File: config.mk
export PLATFORM = sky130hd
export DESIGN_NAME = tpu_perf_monitor
export DESIGN_NICKNAME = d
export VERILOG_FILES = /design/src/rtl/tpu_perf_pkg.sv /design/src/rtl/tpu_perf_div.sv /design/src/rtl/tpu_perf_monitor.sv
export SDC_FILE = /design/constraint.sdc
export NUM_CORES = 1
export LEC_CHECK = 0
export CORE_AREA = 2 2 227 229
export CTS_CLUSTER_SIZE = 25
export DETAILED_ROUTE_END_ITERATION = 8
export DIE_AREA = 0 0 229 231
export PLACE_DENSITY = 0.54
export SLEW_MARGIN = 10
export SYNTH_ARGS = -nofsm -noshare
export SYNTH_HDL_FRONTEND = slang
export SYNTH_SLANG_ARGS = --single-unit
File: constraint.sdc
create_clock -name clk -period 4.7 [get_ports clk]
set_input_delay 0.94 -clock clk [delete_from_list [all_inputs] [get_ports clk]]
set_output_delay 0.94 -clock clk [all_outputs]
set_load 0.01 [all_outputs]
File: src/rtl/tpu_perf_pkg.sv
// Shared types and constants for the TPU performance monitor.
// Holds the monitor state encoding, the result-select map and the IPC fixed-point format.
package tpu_perf_pkg;

  typedef enum logic [1:0] {
    ST_IDLE = 2'd0,
    ST_RUN  = 2'd1,
    ST_DONE = 2'd2
  } perf_state_e;

  localparam int SEL_CYCLE = 0;
  localparam int SEL_INSTR = 1;
  localparam int SEL_STALL = 2;
  localparam int SEL_IPC   = 3;
  localparam int SEL_BUSY0 = 4;

  // Q1.8 result: 256 = 1.0 instructions per cycle, 9 significant bits.
  localparam int IPC_FRAC = 8;
  localparam int IPC_W    = IPC_FRAC + 1;

endpackage

File: src/rtl/tpu_perf_div.sv
// Restoring serial divider with a start/busy/valid handshake, one quotient bit per cycle.
// A zero divisor yields quotient 0 one cycle after start; abort_i drops busy and valid at once.
module tpu_perf_div #(
  parameter int DW = 32,
  parameter int QW = 40,
  parameter int OW = 9
) (
  input  logic          clk,
  input  logic          rst,
  input  logic          abort_i,
  input  logic          start_i,
  input  logic [QW-1:0] dividend_i,
  input  logic [DW-1:0] divisor_i,
  output logic          busy_o,
  output logic          valid_o,
  output logic [OW-1:0] quotient_o
);

  localparam int CW = $clog2(QW + 1);

  logic [QW-1:0] quo_q, quo_d;
  logic [DW-1:0] rem_q, rem_d;
  logic [DW-1:0] div_q, div_d;
  logic [CW-1:0] cnt_q, cnt_d;
  logic          busy_q, busy_d;
  logic          valid_q, valid_d;
  logic [DW:0]   trial;
  logic          ge;

  always_comb begin
    quo_d   = quo_q;
    rem_d   = rem_q;
    div_d   = div_q;
    cnt_d   = cnt_q;
    busy_d  = busy_q;
    valid_d = valid_q;
    trial   = {rem_q, quo_q[QW-1]};
    ge      = (trial >= {1'b0, div_q});
    if (abort_i) begin
      busy_d  = 1'b0;
      valid_d = 1'b0;
    end else if (start_i) begin
      quo_d   = dividend_i;
      rem_d   = '0;
      div_d   = divisor_i;
      cnt_d   = CW'(QW);
      busy_d  = 1'b1;
      valid_d = 1'b0;
    end else if (busy_q) begin
      if (div_q == '0) begin
        quo_d   = '0;
        busy_d  = 1'b0;
        valid_d = 1'b1;
      end else begin
        // Remainder stays below the divisor, so the low DW bits carry the exact difference.
        quo_d = {quo_q[QW-2:0], ge};
        rem_d = ge ? (trial[DW-1:0] - div_q) : trial[DW-1:0];
        cnt_d = cnt_q - CW'(1);
        if (cnt_q == CW'(1)) begin
          busy_d  = 1'b0;
          valid_d = 1'b1;
        end
      end
    end
  end

  always_ff @(posedge clk) begin
    if (rst) begin
      quo_q   <= '0;
      rem_q   <= '0;
      div_q   <= '0;
      cnt_q   <= '0;
      busy_q  <= 1'b0;
      valid_q <= 1'b0;
    end else begin
      quo_q   <= quo_d;
      rem_q   <= rem_d;
      div_q   <= div_d;
      cnt_q   <= cnt_d;
      busy_q  <= busy_d;
      valid_q <= valid_d;
    end
  end

  assign busy_o     = busy_q;
  assign valid_o    = valid_q;
  assign quotient_o = quo_q[OW-1:0];

endmodule

File: src/rtl/tpu_perf_monitor.sv
// Windowed performance monitor: cycles, instructions, stalls and per-unit busy counts.
// Optional IPC result (Q1.8) compiled in with PERF_IPC_EN; results read via a registered select port.
module tpu_perf_monitor
  import tpu_perf_pkg::*;
#(
  parameter int CNT_W     = 32,
  parameter int NUM_UNITS = 4,
  parameter int WIN_W     = 16,
  parameter int SEL_W     = $clog2(NUM_UNITS + 4)
) (
  input  logic                 clk,
  input  logic                 rst,
  input  logic                 start,
  input  logic                 stop,
  input  logic                 clear,
  input  logic [WIN_W-1:0]     window_len,
  input  logic                 instr_valid,
  input  logic                 pipeline_stall,
  input  logic [NUM_UNITS-1:0] unit_busy,
  input  logic [SEL_W-1:0]     rd_sel,
  output logic [CNT_W-1:0]     rd_data,
  output logic                 active,
  output logic                 done,
  output logic                 ovf,
  output logic                 ipc_valid
);

  perf_state_e      state_q, state_d;
  logic [CNT_W-1:0] cycle_cnt_q, cycle_cnt_d;
  logic [CNT_W-1:0] instr_cnt_q, instr_cnt_d;
  logic [CNT_W-1:0] stall_cnt_q, stall_cnt_d;
  logic [CNT_W-1:0] busy_cnt_q [NUM_UNITS];
  logic [CNT_W-1:0] busy_cnt_d [NUM_UNITS];
  logic [WIN_W-1:0] remaining_q, remaining_d;
  logic             win_en_q, win_en_d;
  logic             ovf_q, ovf_d;
  logic [CNT_W-1:0] rd_data_q, rd_mux;
  logic [CNT_W-1:0] ipc_ext;
  logic             ipc_valid_w;

  // Priority: clear > start > stop > window expiry.
  always_comb begin
    state_d     = state_q;
    cycle_cnt_d = cycle_cnt_q;
    instr_cnt_d = instr_cnt_q;
    stall_cnt_d = stall_cnt_q;
    for (int i = 0; i < NUM_UNITS; i++) busy_cnt_d[i] = busy_cnt_q[i];
    remaining_d = remaining_q;
    win_en_d    = win_en_q;
    ovf_d       = ovf_q;
    if (clear || start) begin
      state_d     = clear ? ST_IDLE : ST_RUN;
      cycle_cnt_d = '0;
      instr_cnt_d = '0;
      stall_cnt_d = '0;
      for (int i = 0; i < NUM_UNITS; i++) busy_cnt_d[i] = '0;
      ovf_d       = 1'b0;
      win_en_d    = clear ? 1'b0 : (|window_len);
      remaining_d = clear ? '0 : window_len;
    end else if (state_q == ST_RUN) begin
      if (stop) begin
        state_d = ST_DONE;
      end else begin
        // Saturating increments: a count already at all-ones holds and flags overflow.
        if (&cycle_cnt_q) ovf_d = 1'b1;
        else cycle_cnt_d = cycle_cnt_q + CNT_W'(1);
        if (instr_valid) begin
          if (&instr_cnt_q) ovf_d = 1'b1;
          else instr_cnt_d = instr_cnt_q + CNT_W'(1);
        end
        if (pipeline_stall) begin
          if (&stall_cnt_q) ovf_d = 1'b1;
          else stall_cnt_d = stall_cnt_q + CNT_W'(1);
        end
        for (int i = 0; i < NUM_UNITS; i++) begin
          if (unit_busy[i]) begin
            if (&busy_cnt_q[i]) ovf_d = 1'b1;
            else busy_cnt_d[i] = busy_cnt_q[i] + CNT_W'(1);
          end
        end
        if (win_en_q) begin
          if (remaining_q == WIN_W'(1)) state_d = ST_DONE;
          else remaining_d = remaining_q - WIN_W'(1);
        end
      end
    end
  end

  always_comb begin
    rd_mux = '0;
    case (int'(rd_sel))
      SEL_CYCLE: rd_mux = cycle_cnt_q;
      SEL_INSTR: rd_mux = instr_cnt_q;
      SEL_STALL: rd_mux = stall_cnt_q;
      SEL_IPC:   rd_mux = ipc_ext;
      default: begin
        for (int i = 0; i < NUM_UNITS; i++) begin
          if (int'(rd_sel) == SEL_BUSY0 + i) rd_mux = busy_cnt_q[i];
        end
      end
    endcase
  end

  always_ff @(posedge clk) begin
    if (rst) begin
      state_q     <= ST_IDLE;
      cycle_cnt_q <= '0;
      instr_cnt_q <= '0;
      stall_cnt_q <= '0;
      for (int i = 0; i < NUM_UNITS; i++) busy_cnt_q[i] <= '0;
      remaining_q <= '0;
      win_en_q    <= 1'b0;
      ovf_q       <= 1'b0;
      rd_data_q   <= '0;
    end else begin
      state_q     <= state_d;
      cycle_cnt_q <= cycle_cnt_d;
      instr_cnt_q <= instr_cnt_d;
      stall_cnt_q <= stall_cnt_d;
      for (int i = 0; i < NUM_UNITS; i++) busy_cnt_q[i] <= busy_cnt_d[i];
      remaining_q <= remaining_d;
      win_en_q    <= win_en_d;
      ovf_q       <= ovf_d;
      rd_data_q   <= rd_mux;
    end
  end

`ifdef PERF_IPC_EN
  logic             div_start;
  logic             div_busy;
  logic [IPC_W-1:0] ipc_q;

  // Operands come from the next-state counters so the final counted cycle is included.
  assign div_start = (state_q == ST_RUN) && (state_d == ST_DONE) && !div_busy;

  tpu_perf_div #(
    .DW(CNT_W),
    .QW(CNT_W + IPC_FRAC),
    .OW(IPC_W)
  ) u_div (
    .clk        (clk),
    .rst        (rst),
    .abort_i    (start | clear),
    .start_i    (div_start),
    .dividend_i ({instr_cnt_d, {IPC_FRAC{1'b0}}}),
    .divisor_i  (cycle_cnt_d),
    .busy_o     (div_busy),
    .valid_o    (ipc_valid_w),
    .quotient_o (ipc_q)
  );

  if (CNT_W >= IPC_W) begin : g_ipc_ext
    assign ipc_ext = CNT_W'(ipc_q);
  end else begin : g_ipc_trunc
    assign ipc_ext = ipc_q[CNT_W-1:0];
  end
`else
  assign ipc_valid_w = 1'b0;
  assign ipc_ext     = '0;
`endif

  assign rd_data   = rd_data_q;
  assign active    = (state_q == ST_RUN);
  assign done      = (state_q == ST_DONE);
  assign ovf       = ovf_q;
  assign ipc_valid = ipc_valid_w;

endmodule

# == After elaboration in Yosys (flattened, before gate mapping) ==
# Memory sizes are Yosys's and may differ from the RTL's.
# Cells that the tools add are included.
# totals
ff_bits,148
ram_bits,128
out_inout_bits,36
n_memories,1
# classes
addsub,8
eq_ne,12
n_mux,52
n_bitwise,8
n_reduce_logical,21
# memory_table
name,words,word_bits,read_ports,rd_ports_with_merged_regs,wr,line_no,text
busy_cnt_q,4,32,4,0,4,tpu_perf_monitor.sv:32,logic [CNT_W-1:0] busy_cnt_q [NUM_UNITS];
# op_table
op,count
32-bit 2-to-1 mux,16
128-bit 2-to-1 mux,3
"32-bit by 1-bit adder with 32-bit output, second input constant",7
32-bit AND reduction,7
32-bit case mux with 4 select lines,1
16-bit 2-to-1 mux,6
1-bit 2-to-1 mux,21
"16-bit by 1-bit == test with 1-bit output, second input constant",1
16-bit OR reduction,1
"16-bit by 1-bit subtractor with 16-bit output, second input constant",1
4-bit AND reduction,3
2-bit 2-to-1 mux,5
"3-bit by 2-bit == test with 1-bit output, second input constant",3
"3-bit by 1-bit == test with 1-bit output, second input constant",2
"3-bit == test, second input constant",2
3-bit AND reduction,2
3-bit nonzero test,2
1-bit NOT,4
1-bit OR,4
2-bit nonzero test,2
3-bit zero test,1
"2-bit by 1-bit == test with 1-bit output, second input constant",1
"2-bit == test, second input constant",1
"2-bit by 1-bit inequality test with 1-bit output, second input constant",1
other kinds (4),4

# == Logic depth before layout (Yosys ltp) ==
# Gate-level depths: netlist of run 1.
# logic_depth
word_depth,17
mapped_depth,9

# == Worst setup path before layout of run 1 ==
# Ideal clock, no wire load.
# synth_path
kind,in2reg
start,input port rd_sel[0]
end,"register rd_data_q[10], in the netlist rd_data[10]"
arrival_ps,2597
required_time_ps,4572
path_slack_ps,1976
cell_stages,5
n_path_buf,2
cell_sequence,clkbuf_1 buf_1 mux4_2 a21oi_1 nor2_1
# synth_via
elab_chain_cells,6
elab_cells_between_ends,13
# synth_lines
element,line_no,text
from (decl),tpu_perf_monitor.sv:20,"input logic [SEL_W-1:0] rd_sel,"
3-bit == test,tpu_perf_monitor.sv:98,if (int'(rd_sel) == SEL_BUSY0 + i) rd_mux = busy_cnt_q[i];
32-bit 2-to-1 mux (4 in a row),tpu_perf_monitor.sv:98,
32-bit case mux with 4 select lines (*),tpu_perf_monitor.sv:91,case (int'(rd_sel))
to (signal assigned),tpu_perf_monitor.sv:124,rd_data_q <= rd_mux;
to (decl),tpu_perf_monitor.sv:37,"logic [CNT_W-1:0] rd_data_q, rd_mux;"
# Every way passes the cells marked *; elsewhere a longest branch is shown, timed or not.
# A chain may end at the register's enable or synchronous reset.

==> results of run 1 <==
[placed cells by master, fill, tap and decap left out, types with 5 or more instances in the layout]
| cell | netlist | final |
|---|---|---|
| dfxtp_1 | 276 | 276 |
| a21oi_1 | 188 | 188 |
| nand2_1 | 141 | 140 |
| nor2_1 | 135 | 134 |
| or3_1 | 93 | 93 |
| o21ai_0 | 92 | 92 |
| or4_1 | 90 | 90 |
| o31ai_1 | 79 | 78 |
| nand3_1 | 71 | 71 |
| mux2i_1 | 61 | 61 |
| clkdlybuf4s50_1 | 0 | 61 |
| nand4_1 | 59 | 59 |
| inv_1 | 45 | 45 |
| nor4_1 | 36 | 36 |
| clkbuf_16 | 0 | 35 |
| xnor2_1 | 32 | 32 |
| mux4_2 | 32 | 32 |
| a2bb2oi_1 | 26 | 26 |
| and4_1 | 25 | 25 |
| nor3_1 | 23 | 23 |
| buf_4 | 1 | 21 |
| and3_1 | 16 | 16 |
| and2_1 | 16 | 16 |
| clkinv_2 | 0 | 11 |
| a2111oi_0 | 9 | 9 |
| a211oi_1 | 9 | 9 |
| ha_1 | 9 | 9 |
| bufinv_16 | 0 | 9 |
| o211ai_1 | 8 | 8 |
| xor2_1 | 8 | 8 |
| a31oi_1 | 6 | 6 |
| o21a_1 | 6 | 6 |
| nor2b_1 | 6 | 5 |
| nand3b_1 | 5 | 5 |
| a41o_1 | 5 | 5 |
| a32o_1 | 5 | 5 |
[cell usage after synthesis (8+ instances only)]
master     instances  area (um2)
buf_2             11       55.05
xnor2_1           32       280.3
nor3_1            23       115.1
xor2_1             8       70.07
buf_1              9       33.78
or3_1             93       581.8
a2bb2oi_1         26       227.7
nor4_1            36       225.2
nor2_1           135       506.7
and3_1            16       100.1
o31ai_1           79       593.1
a2111oi_0          9       78.83
mux4_2            32       720.7
nand3_1           71       355.3
o211ai_1           8       60.06
and4_1            25       219.0
mux2i_1           61       610.6
nand4_1           59       369.1
and2_1            16       100.1
o21ai_0           92       460.4
nand2_1          141       529.3
a211oi_1           9       67.56
a21oi_1          188       940.9
dfxtp_1          276        5525
ha_1               9       112.6
clkbuf_1          85       319.1
or4_1             90       675.7
inv_1             45       168.9
[cell families (layout without fill, tap and decap cells)]
group                    Yosys count  count (layout)  synth area share
AO/OA/AOI/OAI                    468             468            0.1944
XOR/XNOR                          40              40           0.02335
adder cells (fa/ha/maj)            9               9          0.007505
buffers and inverters            153             196           0.03952
flip-flops                       276             276            0.3682
multiplexers                      94              94           0.08947
other                              1               1         0.0002499
AND/OR/NAND/NOR                  748             748            0.2772
[critical path: cells and delay by family]
family                 cells  cell delay, ns
buffers and inverters      1            0.63
and+or+nand+nor            4            2.10
AOI/OAI and AO/OA          1            0.15
[how the worst min path moves through the flow]
stage / startpoint / end / slack (ns) / depth (start not counted)
floorplan: instr_cnt_q[31]$_SDFFE_PP0P_ / instr_cnt_q[31]$_SDFFE_PP0P_ / 0.45 / 2
global placement: busy_cnt_q[3][5]$_SDFFE_PP0P_ / busy_cnt_q[3][5]$_SDFFE_PP0P_ / 0.47 / 2
detailed placement: busy_cnt_q[0][1]$_SDFFE_PP0P_ / busy_cnt_q[0][1]$_SDFFE_PP0P_ / 0.48 / 2
CTS: busy_cnt_q[0][1]$_SDFFE_PP0P_ / busy_cnt_q[0][1]$_SDFFE_PP0P_ / 0.49 / 2
global route: busy_cnt_q[3][5]$_SDFFE_PP0P_ / busy_cnt_q[3][5]$_SDFFE_PP0P_ / 0.51 / 2
finish: busy_cnt_q[0][1]$_SDFFE_PP0P_ / busy_cnt_q[0][1]$_SDFFE_PP0P_ / 0.49 / 2
[sequential cells by signal, indices dropped and copies added, names as in the netlist]
name	count
win_en_q	1
stall_cnt_q	32
remaining_q	16
busy_cnt_q	128
instr_cnt_q	32
rd_data	32
ovf	1
cycle_cnt_q	32
state_q	2
[through the flow]
stage	hold slack (ns)	instances	utilization	area (um2)	total power, W
3_3_place_gp	0.4716	2448	0.3212	16280	0.002649
4_1_cts	0.4895	2512	0.3467	17570	0.005692
2_1_floorplan	0.4520	1789	-	15010	0.002560
6_report	0.4933	2512	0.3469	17580	0.005637
5_1_grt	0.5129	2512	0.3469	17580	0.005816
3_5_place_dp	0.4816	2448	0.3212	16280	0.002650
[final cells by class]
class                      count  area [um2]  area share
multi-input combinational   1360        8919      0.5074
clock inverter                26       375.4     0.02135
clock buffer                  38       917.1     0.05217
inverter                      46       172.7    0.009823
sequential                   276        5525      0.3143
tap                          680       850.8     0.04840
timing repair buffer          86       818.3     0.04655
[power by group through the flow]
stage / Sequential [W] / Clock [W] / Combinational (W)
6_report: 0.00236 / 0.00304 / 0.000240
4_1_cts: 0.00236 / 0.00309 / 0.000239
2_1_floorplan: 0.00241 / 0 / 0.000154
3_3_place_gp: 0.00241 / 0 / 0.000238
3_5_place_dp: 0.00241 / 0 / 0.000239
5_1_grt: 0.00236 / 0.00320 / 0.000259
[metal layers]
metal  global-route usage  vias to the layer above
li1                     -                     6887
met4              0.05783                        0
met1               0.2293                     6811
met2               0.2894                      388
met5                    0                        -
met3              0.02446                       84
==> out/metrics.yaml, run 1 <==
cap_violations: 0
vias: 14170
area_delta_synth_final_pct: 17.14
grt_max_degree: 59
clk_latency_ns: 0.53
critPathSlowestCell: "or4_1"
grt_pass1_wl_um: 73920
crit_start: "stop"
die_area_mm2: 0.05290
async_flop_share: 0
drv_slew: 0
clock_skew_ns: 0.01828
p_switching_w: 0.001280
r2r_end: "stall_cnt_q[0]$_SDFFE_PP0P_"
synth_cell_type_count: 69
internal-power_w: 0.004357
diodes: 0
start_kind: "input port"
fp.dieW_um: 229
hpwl_um: 34010
cts_tree: "done"
critPathMostFrequentCell: "or4_1"
worst_slew_pin_slew_ns: 1.204
clockPowerShare: 0.539
path_cells: "clkdlybuf4s50_1 > nor3b_2 > nand2_1 > or4_1 > or4_1 > a21oi_1"
seqPwrFrac: 0.419
post-route-drc-count: 0
postCtsSetupRepairBufs: 0
setup_tns_ns: 0
synth_edf_count: 0
drt_first_iter_violations: 1401
min_period_ns: 3.385
n_fill_cell: 5300
ir_drop_mv: 0.1978
arrival_ns: 3.84
crit_path_max_incr_delay_ns: 0.78
top_layer: "met4"
hold_class: "flip-flop to flip-flop"
synth_seq_cells: 276
ys.flop_type: "dfxtp_1"
rsz0062_at_grt: "false"
place_congestion: 0.9067
wl_met2_um: 21960
htree_levels: 2
drive_gt1_frac: 0.08024
clk_pin_slew_ns: 0.06
start_util: 0.2961
rr_startpoint: "stall_cnt_q[25]$_SDFFE_PP0P_"
setup_viol: 0
avgSynthCellArea_um2: 8.388
cts_buffers: 35
synth_area_mm2: 0.01501
cts_buffer_depth: 3
dr.pass1.iters: 6
cp.required_ns: 5.15
cp-endpoint: "busy_cnt_q[0][26]$_SDFFE_PP0P_"
cts_root_buf: "clkbuf_16"
final_nets: 1844
post_cts_resized: 0
wl_per_cell_um: 18.71
yosys_warnings: 0
wl_met3_um: 2386
seq_area_frac_synth: 0.3682
swShare: 0.2271
slew_headroom: 0.1974
status: "completed"
timing.final.ws_setup_ns: 1.315
m1WireLength_um: 21400
syn_inst: 1789
antenna_found_initial: 0
grt_overflow: 0
clock_sinks: 276
wirelength_um: 47000
ant_nets: 0
core_area_mm2: 0.05068
io_buffers: 64
reg2reg_depth: 5
fmax_mhz: 295.5
num_rows: 83
period_share: 0.7201
crit_fanout: 13
endpoint_kind: "flip-flop"
synth_fp_nets: 1828
r2r_slack_ns: 1.71
grtUsageTotal: 0.1732
ctsHoldBuffers: 0
powerDensity_mw_per_mm2: 320.7
die_h_um: 231
hold_violations: 0
grt_pass1_vias: 13260
via_per_inst: 5.641
cellLeakagePower_nw: 5.061
place_ws_ns: 0.8515
critPathKind: "input port to flip-flop"
pwr-share-comb: 0.043
num_io_pins: 66
(Power assumes the default switching activity.)
==> run 2: changes to the inputs <==
==> constraint.sdc (replaced) <==
create_clock -name clk -period 3.3 [get_ports clk]
set_input_delay 0.66 -clock clk [delete_from_list [all_inputs] [get_ports clk]]
set_output_delay 0.66 -clock clk [all_outputs]
set_load 0.01 [all_outputs]
==> out/metrics.yaml, run 2 (same netlist as run 1, synthesis figures left out) <==
grtUsageTotal: 0.1759
clk_pin_slew_ns: 0.06
stdcell_area_mm2: 0.01786
cts_root_buf: "clkbuf_16"
layoutNonFillerInstCount: 2543
layout_common_cells: "dfxtp_1 (276), a21oi_1 (188), nand2_1 (140), nor2_1 (134), or3_1 (93)"
place_ws_ns: 0.04559
wl_per_cell_um: 18.72
ir_drop_mv: 0.2356
area_delta_synth_final_pct: 19.03
period_share: 0.8733
num_rows: 83
start_util: 0.2961
worst_slew_pin_slew_ns: 1.191
clk_latency_ns: 0.56
hpwl_um: 34730
io_buffers: 64
slew_headroom: 0.2012
critPathKind: "flip-flop to flip-flop"
post-route-drc-count: 0
timing.final.ws_setup_ns: 0.4182
drive_gt1_frac: 0.09340
num_io_pins: 66
rsz0062_at_grt: "false"
die_h_um: 231
cts_tree: "done"
min_period_ns: 2.882
grt_pass1_wl_um: 74800
path_cells: "nand4_1 > or4_1 > o31ai_2 > buf_4 > nor3_1 > o21a_1"
via_per_inst: 5.677
fmax_mhz: 347.0
ant_nets: 0
cts_buffers: 36
status: "completed"
place_congestion: 0.9117
cellLeakagePower_nw: 5.195
drv_slew: 0
vias: 14440
grt_overflow: 0
grt_pass1_vias: 13350
place_inst: 2477
hold_class: "flip-flop to flip-flop"
powerDensity_mw_per_mm2: 453.4
n_fill_cell: 5246
cts_buffer_depth: 3
largest-register: "busy_cnt_q"
core_area_mm2: 0.05068
cp.required_ns: 3.75
clock_skew_ns: 0.02911
ctsHoldBuffers: 0
endpoint_kind: "flip-flop"
cap_violations: 0
hold_violations: 0
grt_max_degree: 96
start_kind: "flip-flop"
largest_reg_flops: 128
postCtsSetupRepairBufs: 0
antenna_found_initial: 0
wirelength_um: 47600
p_total_w: 0.008098
critPathSlowestCell: "o31ai_2"
setup_viol: 0
crit_path_max_incr_delay_ns: 0.99
clock_sinks: 276
placed_area_mm2: 0.01652
dr.pass1.iters: 6
final_nets: 1874
die_area_mm2: 0.05290
layout_commonest_cell: "dfxtp_1"
drt_first_iter_violations: 1286
fp.dieW_um: 229
arrival_ns: 3.34
diodes: 0
htree_levels: 2
crit_fanout: 19
post_cts_resized: 0
## run 2: cell count changes in the layout (fill, tap and decap cells not counted), sizes merged
| cell | delta |
|---|---|
| inv | -3 |
| clkinvlp | +1 |
| clkinv | -4 |
| clkbuf | +10 |
| buf | +29 |
| bufinv | -2 |
## run 2: layout make-up
cell class                      instances  area (um2)  area share
Clock buffer                           48        1039     0.05814
Clock inverter                         18       297.8     0.01667
Inverter                               46       172.7    0.009667
Multi-Input combinational cell       1360        8915      0.4991
Sequential cell                       276        5525      0.3094
Tap cell                              680       850.8     0.04764
Timing Repair Buffer                  115        1061     0.05940
## run 2: critical path, delay by kind of cell (launching register included)
family	cells	cell delay [ns]
buffers and inverters	1	0.27
flip-flops	1	0.43
AND/OR/NAND/NOR	3	0.94
AO/OA/AOI/OAI	2	1.15
## run 2: layer usage
metal  global-route usage  share of wire
met3              0.02668          0.057
met2               0.2911           0.46
met1               0.2351           0.45
met5                    0              0
met4              0.05601          0.027
## run 2: power breakdown
group | switching [W] | internal (W)
combinational | 0.000213 | 0.000137
clock | 0.00161 | 0.00278
sequential | 0.0000155 | 0.00334
total | 0.00184 | 0.00626
## run 2: stage by stage
stage          TNS (ns)  hold WS (ns)  utilization
2_1_floorplan         0        0.4520            -
3_3_place_gp   -0.03357        0.4756       0.3260
3_5_place_dp          0        0.4869       0.3260
4_1_cts               0        0.4944       0.3523
5_1_grt               0        0.5132       0.3524
6_report              0        0.4899       0.3524
## run 2: final timing paths
kind	from	endpoint	slack [ns]	cells past startpoint
setup / recovery	busy_cnt_q[1][24]$_SDFFE_PP0P_	busy_cnt_q[1][5]$_SDFFE_PP0P_	0.42	6
hold reg to reg	instr_cnt_q[31]$_SDFFE_PP0P_	instr_cnt_q[31]$_SDFFE_PP0P_	0.49	2
setup reg to reg	busy_cnt_q[1][24]$_SDFFE_PP0P_	busy_cnt_q[1][5]$_SDFFE_PP0P_	0.42	6
hold / removal	instr_cnt_q[31]$_SDFFE_PP0P_	instr_cnt_q[31]$_SDFFE_PP0P_	0.49	2
